[config.mk]
export PLATFORM = sky130hd
export DESIGN_NAME = efuse_autoload_seq
export DESIGN_NICKNAME = d
export VERILOG_FILES = /design/src/rtl/efuse_autoload_seq.sv
export SDC_FILE = /design/constraint.sdc
export NUM_CORES = 1
export LEC_CHECK = 0
export ABC_AREA = 1
export CAP_MARGIN = 40
export CORE_UTILIZATION = 59
export DETAILED_ROUTE_END_ITERATION = 8
export GPL_ROUTABILITY_DRIVEN = 0
export PLACE_DENSITY_LB_ADDON = 0.2
export SYNTH_ARGS = -nofsm -noshare
export SYNTH_HDL_FRONTEND = slang
export SYNTH_SLANG_ARGS = --single-unit
[constraint.sdc]
create_clock -name clk -period 5 [get_ports clk]
set_clock_uncertainty 0.2 [all_clocks]
set_input_delay 0.75 -clock clk [delete_from_list [all_inputs] [get_ports clk]]
set_output_delay 0.75 -clock clk [all_outputs]
set_load 0.01 [all_outputs]
[src/rtl/efuse_autoload_seq.sv]
// efuse_autoload_seq
// Power-up autoload sequencer between the PMU and efuse_ctrl. A rising edge
// of pmu_load_req starts a load: every NR-bit bank is requested from
// efuse_ctrl in turn and collected into a private 256-bit shadow. The XOR of
// shadow bytes 0..30 must equal byte 31. On a checksum, vld or timeout failure
// the whole image is reloaded up to MAX_RETRY times. A clean image is published
// on trim_data with trim_valid. The PMU is acked on pass or final fail.
//
// Ports
//   clk, rst_n           single clock, asynchronous active-low reset
//   pmu_load_req/ack     PMU level request / load-finished acknowledge
//   efuse_start          one-cycle start pulse to efuse_ctrl
//   efuse_read_sel       bank index presented to efuse_ctrl
//   efuse_busy           efuse_ctrl busy, holds off the start pulse
//   efuse_autoload_done  one-cycle read-complete pulse
//   efuse_autoload_vld   data-good qualifier, sampled with done
//   efuse_rdata          bank readout, sampled with done
//   trim_data            published trim image
//   trim_valid           trim_data is checksum-clean
//   trim_err             last load failed after all retries
//   retry_cnt            retries consumed in the current or last load
module efuse_autoload_seq #(
  parameter int NR        = 64,
  parameter int MAX_RETRY = 2,
  parameter int TIMEOUT   = 2047
) (
  input  logic                         clk,
  input  logic                         rst_n,
  input  logic                         pmu_load_req,
  output logic                         pmu_load_ack,
  output logic                         efuse_start,
  output logic [$clog2(256/NR)-1:0]    efuse_read_sel,
  input  logic                         efuse_busy,
  input  logic                         efuse_autoload_done,
  input  logic                         efuse_autoload_vld,
  input  logic [NR-1:0]                efuse_rdata,
  output logic [255:0]                 trim_data,
  output logic                         trim_valid,
  output logic                         trim_err,
  output logic [1:0]                   retry_cnt
);

  localparam int NB = 256 / NR;
  localparam int BW = $clog2(NB);
  localparam logic [BW-1:0] LAST_BANK = BW'(NB - 1);
  localparam logic [BW-1:0] ONE_BANK  = BW'(1);
  localparam logic [11:0]   TMO       = 12'(TIMEOUT);
  localparam logic [1:0]    MAX_R     = 2'(MAX_RETRY);

  typedef enum logic [2:0] {
    ST_IDLE  = 3'd0,
    ST_START = 3'd1,
    ST_WAIT  = 3'd2,
    ST_CHECK = 3'd3,
    ST_DONE  = 3'd4,
    ST_FAIL  = 3'd5
  } state_t;

  // Byte 31 carries the XOR of bytes 0..30.
  function automatic logic csum_ok(input logic [255:0] img);
    logic [7:0] x;
    x = 8'h00;
    for (int i = 0; i < 31; i++) begin
      x = x ^ img[i*8 +: 8];
    end
    return (x == img[255:248]);
  endfunction

  state_t          state_r, state_s;
  logic            req_r;
  logic [BW-1:0]   bank_r, bank_s;
  logic [1:0]      retry_r, retry_s;
  logic [11:0]     tmo_r, tmo_s;
  logic [255:0]    shadow_r, shadow_s;
  logic [255:0]    trim_data_r, trim_data_s;
  logic            valid_r, valid_s;
  logic            err_r, err_s;
  logic            ack_r, ack_s;
  logic            start_r, start_s;

  // Next-state and next-output logic of the load sequencer.
  always_comb begin
    state_s     = state_r;
    bank_s      = bank_r;
    retry_s     = retry_r;
    tmo_s       = tmo_r;
    shadow_s    = shadow_r;
    trim_data_s = trim_data_r;
    valid_s     = valid_r;
    err_s       = err_r;
    ack_s       = ack_r;
    start_s     = 1'b0;
    case (state_r)
      ST_IDLE: begin
        // Only a request edge seen here starts a load; trim_data is kept.
        if (pmu_load_req && !req_r) begin
          state_s = ST_START;
          bank_s  = {BW{1'b0}};
          retry_s = 2'd0;
          valid_s = 1'b0;
          err_s   = 1'b0;
        end else begin
          state_s = ST_IDLE;
        end
      end
      ST_START: begin
        if (efuse_busy) begin
          state_s = ST_START;
        end else begin
          start_s = 1'b1;
          tmo_s   = 12'd0;
          state_s = ST_WAIT;
        end
      end
      ST_WAIT: begin
        tmo_s = tmo_r + 12'd1;
        // Good data wins over a timeout reached in the same cycle.
        if (efuse_autoload_done && efuse_autoload_vld) begin
          for (int b = 0; b < NB; b++) begin
            if (bank_r == BW'(b)) begin
              shadow_s[b*NR +: NR] = efuse_rdata;
            end else begin
              shadow_s[b*NR +: NR] = shadow_r[b*NR +: NR];
            end
          end
          if (bank_r == LAST_BANK) begin
            state_s = ST_CHECK;
          end else begin
            bank_s  = bank_r + ONE_BANK;
            state_s = ST_START;
          end
        end else if (efuse_autoload_done || (tmo_r == TMO)) begin
          if (retry_r < MAX_R) begin
            retry_s = retry_r + 2'd1;
            bank_s  = {BW{1'b0}};
            state_s = ST_START;
          end else begin
            state_s = ST_FAIL;
            err_s   = 1'b1;
            ack_s   = pmu_load_req;
          end
        end else begin
          state_s = ST_WAIT;
        end
      end
      ST_CHECK: begin
        if (csum_ok(shadow_r)) begin
          state_s     = ST_DONE;
          trim_data_s = shadow_r;
          valid_s     = 1'b1;
          // A request already dropped mid-load is never acked.
          ack_s       = pmu_load_req;
        end else if (retry_r < MAX_R) begin
          retry_s = retry_r + 2'd1;
          bank_s  = {BW{1'b0}};
          state_s = ST_START;
        end else begin
          state_s = ST_FAIL;
          err_s   = 1'b1;
          ack_s   = pmu_load_req;
        end
      end
      ST_DONE, ST_FAIL: begin
        if (!pmu_load_req) begin
          state_s = ST_IDLE;
          ack_s   = 1'b0;
        end else begin
          state_s = state_r;
        end
      end
      default: begin
        state_s = ST_IDLE;
      end
    endcase
  end

  // State and output registers.
  always_ff @(posedge clk or negedge rst_n) begin
    if (!rst_n) begin
      state_r     <= ST_IDLE;
      req_r       <= 1'b0;
      bank_r      <= {BW{1'b0}};
      retry_r     <= 2'd0;
      tmo_r       <= 12'd0;
      shadow_r    <= 256'd0;
      trim_data_r <= 256'd0;
      valid_r     <= 1'b0;
      err_r       <= 1'b0;
      ack_r       <= 1'b0;
      start_r     <= 1'b0;
    end else begin
      state_r     <= state_s;
      req_r       <= pmu_load_req;
      bank_r      <= bank_s;
      retry_r     <= retry_s;
      tmo_r       <= tmo_s;
      shadow_r    <= shadow_s;
      trim_data_r <= trim_data_s;
      valid_r     <= valid_s;
      err_r       <= err_s;
      ack_r       <= ack_s;
      start_r     <= start_s;
    end
  end

  assign pmu_load_ack   = ack_r;
  assign efuse_start    = start_r;
  assign efuse_read_sel = bank_r;
  assign trim_data      = trim_data_r;
  assign trim_valid     = valid_r;
  assign trim_err       = err_r;
  assign retry_cnt      = retry_r;

endmodule

**Word-level counts from Yosys, hierarchy flattened**

Index checks and enable logic that the tools add are counted.

- $add $sub $neg: 3
- Magnitude comparators: 1
- Eq/ne operators: 19
- Muxes and demuxes: 39
- Bitwise operators: 30
- Reductions and logical operators: 21

Operators by type and width:

| operator | count |
|---|---|
| $xor A8 B8 Y8 | 30 |
| $mux W2 | 12 |
| $pmux W12 S2 | 1 |
| $mux W3 | 5 |
| $pmux W3 S5 | 1 |
| $reduce_and A3 Y1 | 5 |
| $mux W1 | 14 |
| $ne A2 B2 Y1 const B | 7 |
| $add A12 B1 Y12 const B | 1 |
| $eq A12 B11 Y1 const B | 1 |
| $mux W12 | 1 |
| $pmux W2 S3 | 2 |
| $reduce_and A5 Y1 | 2 |
| $eq A8 B8 Y1 | 1 |
| $eq A3 B2 Y1 const B | 2 |
| $eq A3 B3 Y1 const B | 2 |
| $ne A3 B3 Y1 const B | 2 |
| $pmux W1 S3 | 2 |
| $reduce_bool A3 Y1 | 2 |
| $add A2 B1 Y2 const B | 2 |
| $eq A2 B2 Y1 const B | 2 |
| $reduce_and A2 Y1 | 2 |
| $reduce_and A4 Y1 | 1 |
| $reduce_bool A2 Y1 | 2 |
| other kinds (10) | 11 |

- Register bits: 536
- Input bits: 70
- Output and inout port bits: 264
- Logic and storage cells: 127

**Logic depth before layout (Yosys ltp)**

- Depth after elaboration: 33
- Mapped depth: 24
- Gate-level depth less buffers: 22

**Worst setup path before layout**

No wires, ideal clock.

- Path type: reg-to-reg
- Start point: register shadow_r[145]
- End point: register trim_data_r[218], in the netlist trim_data[218]
- Library setup time: 117 ps
- Arrival time: 2095 ps
- Required time: 4683 ps
- Slack: 2588 ps
- Stages on the path, launching flop included: 21
- Buffers on the path: 3
- Clock period less this slack: 2412 ps
- Cell sequence: dfrtp_1 > or2_1 > nand2_1 > nand2_1 > nand2_1 > inv_1 > nand2_1 > nand2_1 > nand2_1 > nand2_1 > nand2_1 > nand3_1 > nand2_1 > nand2_1 > nor2_1 > nand3_2 > buf_6 > buf_6 > buf_2 > nand2_1 > nand2_1

- Cells in the longest elaborated chain, start to end: 15

Ends and longest elaborated chain:

| item | RTL line | RTL |
|---|---|---|
| from (decl) | 74 | `logic [255:0] shadow_r, shadow_s;` |
| from (signal assigned) | 197 | `shadow_r <= shadow_s;` |
| $xor A8 B8 Y8 (13 in series) | 64 | `x = x ^ img[i*8 +: 8];` |
| $eq A8 B8 Y1 | 66 | `return (x == img[255:248]);` |
| $reduce_and A2 Y1 (no line) | -- |  |
| to (signal assigned) | 198 | `trim_data_r <= trim_data_s;` |
| to (decl) | 75 | `logic [255:0] trim_data_r, trim_data_s;` |

Every way passes these cells.
A chain may end at the register's enable or synchronous reset.

**Final worst setup path**

- Start point: register state_r[1]
- End point: register shadow_r[235]

- Cells in the longest elaborated chain, start to end: 2

Ends and longest elaborated chain:

| item | RTL line | RTL |
|---|---|---|
| from (decl) | 69 | `state_t state_r, state_s;` |
| from (signal assigned) | 192 | `state_r <= state_s;` |
| $eq A3 B2 Y1 | 93 | `case (state_r)` |
| $reduce_and A3 Y1 (no line) | -- |  |

Every way passes these cells.

==> run metrics <==
Post-synth EDFFs 0; 1st-pass router iterations 6; Max Cap Viol 0; Finished Layout Cells around 3800; initial antenna violation count 0; overall die height 203 microns; leakage power roughly 15 nW; area of the multi-input gates about 9000 sq um; vias per cell approximately 5.5; min-delay worst type in2async; number of clock sinks 536; Slew @ Worst Pin ~1100 ps; PostCTS Resize Cnt 0; vias in the first global route roughly 20000; drt wl/cell approximately 20 microns; nets 3274; minimum clock period about 3600 ps; clk slew on worst S/H paths approximately 60 ps; outcome finished, violations left; WP data required about 5300 ps; Max Root-Sink Buffers 3; diode count 0; Mapped Cells ~2900; Inserted Clock Buffers 54; Layout fillers roughly 2900; area growth from synthesis to layout 23.7%; share of post-route cells with drive strength above 1 0.0391; most used standard cell by instance count after synthesis nand2_1; Rows 73; buffer count from post-CTS setup fixing 0; Max-slew headroom 0.247; final worst path period share 0.729; post-route ant nets 0; cell total after placement 3668; Synth Net Count between 2000 and 3000; CP Launch Type flip-flop; CP endpoint kind flip-flop; FF-to-FF End shadow_r[235]; die width 203 microns; Mapped Area about 24000 sq um; Worst R2R Setup Slack between 1000 and 1500 ps; Avg Synthesized Cell Area 8.20 sq um; top cell type's share of synthesized area 0.564; worst skew pair latency 600 ps; first-pass GRT wire length approximately 110000 microns; largest net degree at the start of global routing between 200 and 300; routed vias roughly 21000; crit path DAT roughly 3900 ps; number of synthesized register bits around 540; Hold Fails Final Rpt 1; DRC Markers 0; Primary FF master, synth dfrtp_1; Synth area leader dfrtp_1; IR drop worst, VDD approximately 310 uV; RSZ-0062 raised after global routing no; Design Area, Final 29400 sq um; top-level I/O count 334; sequential-to-total area share from yosys stat 0.564; top cells by count, synth nand2_1 (1334), dfrtp_1 (536), o21ai_0 (360), inv_1 (268), nand3_1 (79); synth warn 0; H-tree Lvls 2; Reg2Reg Depth 10; drt total wl approximately 73000 microns; Initial Util 0.599; Max Clock Freq between 0.2 and 0.3 GHz; final max-slew violation count 0; DIE AREA ~41000 sq um; violated checks negative hold slack; GRT overflow 0; CTS tree built; port bufs about 330; Critical path origin state_r[1]; post-synth cell types 31; WS Path Type reg2reg; setup violators final 0; CTS Hold Bufs 0; Worst R2R Start state_r[1]; placed inst area around 28000 sq um; Worst Path Max Fanout 61; hpwl dp 52200 microns; FFs w/ async S/R, synth 1.00; register cell area after layout about 13000 sq um; Clock Tree Root clkbuf_16; Initial DRC Count around 2200; TNS Setup 0 ps; CORE AREA 39700 sq um; WHS -3.30 ps; Synth area leaders dfrtp_1 (56%), nand2_1 (21%), o21ai_0 (7.6%), inv_1 (4.2%), xnor2_1 (2.0%); gr usage total 0.361; Cell Pwr Density roughly 560 nW/um^2
[metrics by stage]
stage | hold WS, ps | utilization | power, W | setup slack, ps
floorplan | 253 | - | 0.0100 | 2590
detailed placement | 264 | 0.692 | 0.0121 | 1380
global route | 89.1 | 0.741 | 0.0176 | 1040
global placement | 263 | 0.690 | 0.0118 | 1490
finish | -3.30 | 0.741 | 0.0166 | 1360
CTS | 97.6 | 0.741 | 0.0165 | 1400
[cells by family after synthesis]
| logic type | count (synthesis) | synth area share |
|---|---|---|
| AND/OR/NAND/NOR | 1503 | 0.248 |
| adder cells (fa/ha/maj) | 5 | 0.00263 |
| AO/OA/AOI/OAI | 373 | 0.0794 |
| multiplexers | 2 | 0.000894 |
| flip-flops | 536 | 0.564 |
| buffers and inverters | 382 | 0.0687 |
| XOR/XNOR | 100 | 0.0368 |
[per-layer routing]
| layer | vias to the layer above | part of all wire | global-route usage |
|---|---|---|---|
| met3 | 182 | 0.091 | 0.0615 |
| met4 | 0 | 0.051 | 0.173 |
| li1 | 9559 | - | - |
| met1 | 10100 | 0.39 | 0.487 |
| met5 | - | 0 | 0 |
| met2 | 1038 | 0.47 | 0.573 |
[critical path, cell delays in order (launching register included)]
cell,delay [ps]
dfrtp_1,350
inv_1,90
nor2_1,190
inv_1,150
nor2_2,340
inv_1,200
nor2_1,670
nand2_4,570
buf_4,490
nand2_1,130
o21ai_0,90
[cell type report]
cell class	count	share of cell area
multi-input cells	1983	0.299
clock inverters	18	0.00778
well taps	525	0.0223
clock buffers	83	0.0578
inverters	269	0.0344
repair buffers	355	0.124
flip-flops and latches	536	0.456
[worst max path at each step]
stage,to,depth (start not counted)
finish,shadow_r[235],10
global route,shadow_r[234],10
CTS,shadow_r[235],10
detailed placement,shadow_r[223],7
global placement,shadow_r[227],7
floorplan,trim_data[218],20
[state kept, by name (all words and copies together), names as in the netlist]
register and flops:
efuse_read_sel 2, efuse_start 1, pmu_load_ack 1, req_r 1, retry_cnt 2, shadow_r 256, state_r 3, tmo_r 12
trim_data 256, trim_err 1, trim_valid 1
[cell usage in the layout, fill, tap and decap left out, types with 5 or more instances in the layout]
master / count
buf_12: 6
buf_4: 13
bufinv_16: 5
clkbuf_1: 6
clkbuf_16: 55
clkbuf_8: 22
clkdlybuf4s50_1: 332
clkinv_2: 9
dfrtp_1: 536
ha_1: 5
inv_1: 268
nand2_1: 1330
nand3_1: 79
nand3b_1: 26
nand4_1: 7
nor2_1: 38
o21ai_0: 360
or2_1: 8
xnor2_1: 55
xor2_1: 45
[report_power, final]
part / internal (W) / switching, W / leakage (nW)
clock: 0.00260 / 0.00173 / 0.962
sequential: 0.00524 / 0.00107 / 7.32
combinational: 0.00222 / 0.00372 / 6.93
total: 0.0101 / 0.00652 / 15.2
Power figures use the tool's default switching activity.
